<file path="config.mk">
export PLATFORM = sky130hd
export DESIGN_NAME = trigger_arbiter
export DESIGN_NICKNAME = d
export VERILOG_FILES = /design/src/rtl/trigger_arbiter.sv
export SDC_FILE = /design/constraint.sdc
export NUM_CORES = 1
export LEC_CHECK = 0
export BUFFER_PORTS_ARGS = -buffer_cell sky130_fd_sc_hd__buf_2
export CAP_MARGIN = 10
export CORE_AREA = 2 2 39 41
export CTS_BUF_LIST = sky130_fd_sc_hd__clkbuf_8
export CTS_CLUSTER_SIZE = 30
export DETAILED_ROUTE_END_ITERATION = 12
export DIE_AREA = 0 0 41 43
export PLACE_DENSITY_LB_ADDON = 0.08
export SLEW_MARGIN = 20
export SYNTH_ARGS = -nofsm -noshare
export SYNTH_HDL_FRONTEND = slang
export SYNTH_SLANG_ARGS = --single-unit
</file>
<file path="constraint.sdc">
create_clock -name clk -period 1.25 [get_ports clk]
set_input_delay 0.25 -clock clk [delete_from_list [all_inputs] [get_ports clk]]
set_output_delay 0.25 -clock clk [all_outputs]
set_load 0.01 [all_outputs]
</file>
<file path="src/rtl/trigger_arbiter.sv">
`default_nettype none
// +----------------------------------------------------------------------------+
// | trigger_arbiter: picks one non-empty trigger_counter per cycle, pops it,   |
// | and holds the winner index as a valid/ready trigger.                       |
// | Build option: TRIGGER_ARBITER_RR_EN (round-robin; else fixed priority).    |
// | Rev 1.0                                                                    |
// +----------------------------------------------------------------------------+
module trigger_arbiter #(
    parameter int NUM_PORTS = 4,
    parameter int WIDTH     = 8,
    parameter int ID_WIDTH  = 2
) (
    input  logic                       clk,
    input  logic                       rst_n,
    input  logic [NUM_PORTS*WIDTH-1:0] current,
    output logic [NUM_PORTS-1:0]       pop_ready,
    output logic                       trigger_valid,
    output logic [ID_WIDTH-1:0]        trigger_id,
    input  logic                       trigger_ready
);

    // Reset pointer to the last port so that port 0 is scanned first.
    localparam logic [ID_WIDTH-1:0] C_LAST_PORT = ID_WIDTH'(NUM_PORTS - 1);

    logic [NUM_PORTS-1:0] w_req;
    logic                 w_load;
    logic                 w_any;
    logic [ID_WIDTH-1:0]  w_sel;
    logic [ID_WIDTH-1:0]  r_last_grant;

    generate
        for (genvar gi = 0; gi < NUM_PORTS; gi++) begin : g_req
            assign w_req[gi] = |current[gi*WIDTH +: WIDTH];
        end
    endgenerate

    assign w_load = !trigger_valid || trigger_ready;
    assign w_any  = |w_req;

`ifdef TRIGGER_ARBITER_RR_EN
    always_comb begin
        int   idx;
        logic found;
        idx   = 0;
        found = 1'b0;
        w_sel = '0;
        for (int k = 1; k <= NUM_PORTS; k++) begin
            idx = int'(r_last_grant) + k;
            if (idx >= NUM_PORTS) idx = idx - NUM_PORTS;
            if (!found && w_req[idx]) begin
                w_sel = ID_WIDTH'(idx);
                found = 1'b1;
            end
        end
    end
`else
    always_comb begin
        w_sel = '0;
        for (int i = NUM_PORTS - 1; i >= 0; i--) begin
            if (w_req[i]) w_sel = ID_WIDTH'(i);
        end
    end

    // Pointer is still tracked in this build but does not steer selection.
    logic w_unused_last_grant;
    assign w_unused_last_grant = ^r_last_grant;
`endif

    always_comb begin
        pop_ready = '0;
        for (int i = 0; i < NUM_PORTS; i++) begin
            pop_ready[i] = rst_n && w_load && w_any && (w_sel == ID_WIDTH'(i));
        end
    end

    always_ff @(posedge clk or negedge rst_n) begin
        if (!rst_n) begin
            trigger_valid <= 1'b0;
            trigger_id    <= '0;
            r_last_grant  <= C_LAST_PORT;
        end else if (w_load) begin
            if (w_any) begin
                trigger_valid <= 1'b1;
                trigger_id    <= w_sel;
                r_last_grant  <= w_sel;
            end else begin
                trigger_valid <= 1'b0;
            end
        end
    end

endmodule
`default_nettype wire

</file>
==> impl_metrics.toml <==
[timing]
tightest_slew_ns = 0.270
fmax_mhz = 620
max-slew-margin-rel = 0.818
fin_crit_ns = 1.61
slew_viol_final = 0
rsz0062_at_grt = "true"
finalCritPeriodShare = 1.29
hold_viol = 0
setup_ws_ns = -0.364
clock_skew_ns = 0.00455
setup_viol = 6

[cells_and_area]
final_area_um2 = 748
final_cells = 108
syn2layout_area_growth_pct = 162
utilization = 0.541
fin_nets = 128
layout_commonest_cell = "buf_2"
fillCellCount = 130
diodes = 0
layout_common_cells = "buf_2, buf_4, nand2_1"
drive_gt1_frac = 0.793

[die]
ios = 42
num_rows = 14
floorplan.initialDensity = 0.206
die_h_um = 43
die_w_um = 41
core_mm2 = 0.00138
die-area_mm2 = 0.00176

[logic_synthesis]
syn_inst = 33
synth.top_cell.area_share = 0.263
ys_ff_latch = 3
ys_types = 21
avgSynthCellArea_um2 = 8.64
syn_nets = 68
synth_area_um2 = 285
ys_seq_area_frac = 0.263
synth_warnings = 0
synth.area.top_cells = "dfrtp_1, or4_4, nor4_4"
synth_top_area_cell = "dfrtp_1"

[hold_path]
hold_class = "primary input to flip-flop"
hold_path_end = "trigger_id[0]"
hold_start = "trigger_ready"
hold_depth = 3

[worst_setup_path]
r2r-start = "trigger_valid"
critPathKind = "primary input to primary output"
crit_path_start_kind = "primary input"
arrival_ns = 1.36
critPathMaxFanout = 4
critPathRequiredTime_ns = 1.00
crit_path_end_kind = "primary output"
worstRegToRegCells = 2
worstReg2RegEnd = "trigger_valid"
r2r_slack_ns = 0.20

[grt]
grtUsageTotal = 0.121
grt_pass1_vias = 440
antenna_found_initial = 0
grt_pass1_wl_mm = 1.45
grt_max_degree = 5
grt-ovfl-total = 0

[power]
p_int_mw = 0.385
seqPwrFrac = 0.208
sw_frac_of_total = 0.231
p_switching_mw = 0.116
pwr-share-clk = 0.550
p_leak_nw = 0.355
power_frac_comb = 0.242
ir_drop_mv = 0.443
powerDensity_mw_per_mm2 = 670

[clocking]
cts_root_buf = "clkbuf_8"
cts_max_path_buffers = 2
htreeDepth = 1
clkTransAtPathRegs_ns = 0.03
cts_made_buffers = 3
clock-sinks = 3
cts_tree = "built"
clock_latency_ns = 0.22

[place]
placedCellCount = 98
port_buffers = 41
gp_congestion = 0.706
placed_area_um2 = 593
dpl_worst_slack_ns = -0.395
dp_hpwl_um = 836

[status]
violations = "setup timing"
status = "finished, violations left"

[routing]
vias = 482
drt_pass1_iterations = 2
wire_per_inst_um = 9.15
drt_drc_violations_left = 0
via_per_inst = 4.46
drt-initial-drc-count = 4
wl_um = 988
ant_nets = 0

[run]
cap_violations = 0
[synth_stat cells (all sizes together)]
master,count
nand2,5
nor2,4
nor4,4
or4,4
dfrtp,3
a21oi,2
nand3,2
a2bb2oi,1
a31oi,1
and2,1
and3,1
nand2b,1
nor2b,1
nor3,1
o22a,1
or3,1
[kinds of logic after synthesis]
group,share of synthesized area
compound gates,0.118
flops,0.263
simple gates,0.618
[metrics by stage]
stage	hold slack (ns)	setup TNS [ns]	total power, mW
after global placement	0.148	-2.02	0.205
after detailed placement	0.146	-2.04	0.206
after CTS	0.383	-1.20	0.506
final	0.384	-1.38	0.501
after global routing	0.418	-1.70	0.527
after floorplan	-0.0456	-0.705	0.132
[per-layer routing]
metal	track usage	vias up	wire length, µm
li1	-	245	-
met1	0.119	203	360
met2	0.206	32	503
met3	0.0157	2	102
met4	0.100	0	21
met5	0	-	0
[state kept, by name (all words and copies together), names as in the netlist]
name,flops
trigger_id,2
trigger_valid,1
[worst max-delay path, cell delays in order]
cell and delay (ns):
buf_6 0.09, or4_4 0.53, nor2_4 0.15, nand3_2 0.09
nor3_2 0.11, buf_2 0.15
[timing repair]
action | CTS | global route
pin swaps | 5 | 6
gates resized for setup | 6 | 5
hold buffers | 1 | 0
setup buffers | 2 | 3
endpoints found under the hold margin | 3 | 0
setup endpoints to repair | 7 | 7
[power by group through the flow]
| stage | clock [mW] | combinational, mW | sequential, mW |
|---|---|---|---|
| finish | 0.276 | 0.121 | 0.104 |
| global route | 0.290 | 0.133 | 0.105 |
| CTS | 0.286 | 0.115 | 0.105 |
| detailed placement | 0 | 0.101 | 0.106 |
| global placement | 0 | 0.0989 | 0.106 |
| floorplan | 0 | 0.0247 | 0.108 |
[how the worst max path moves through the flow]
stage	endpoint	from	cells past startpoint
2_1_floorplan	pop_ready[3]	current[9]	4
3_3_place_gp	pop_ready[3]	current[1]	6
3_5_place_dp	pop_ready[3]	current[5]	6
4_1_cts	pop_ready[3]	current[10]	6
5_1_grt	pop_ready[3]	current[10]	6
6_report	pop_ready[3]	current[10]	6
[final cells by class]
class / count / area (µm²) / area share
Multi-Input combinational cell: 30 / 275 / 0.368
Tap cell: 16 / 20.0 / 0.0268
Timing Repair Buffer: 55 / 333 / 0.445
Clock buffer: 3 / 41.3 / 0.0552
Sequential cell: 3 / 75.1 / 0.100
Clock inverter: 1 / 3.75 / 0.00502
Note: power is estimated with default switching activity, not from simulation.
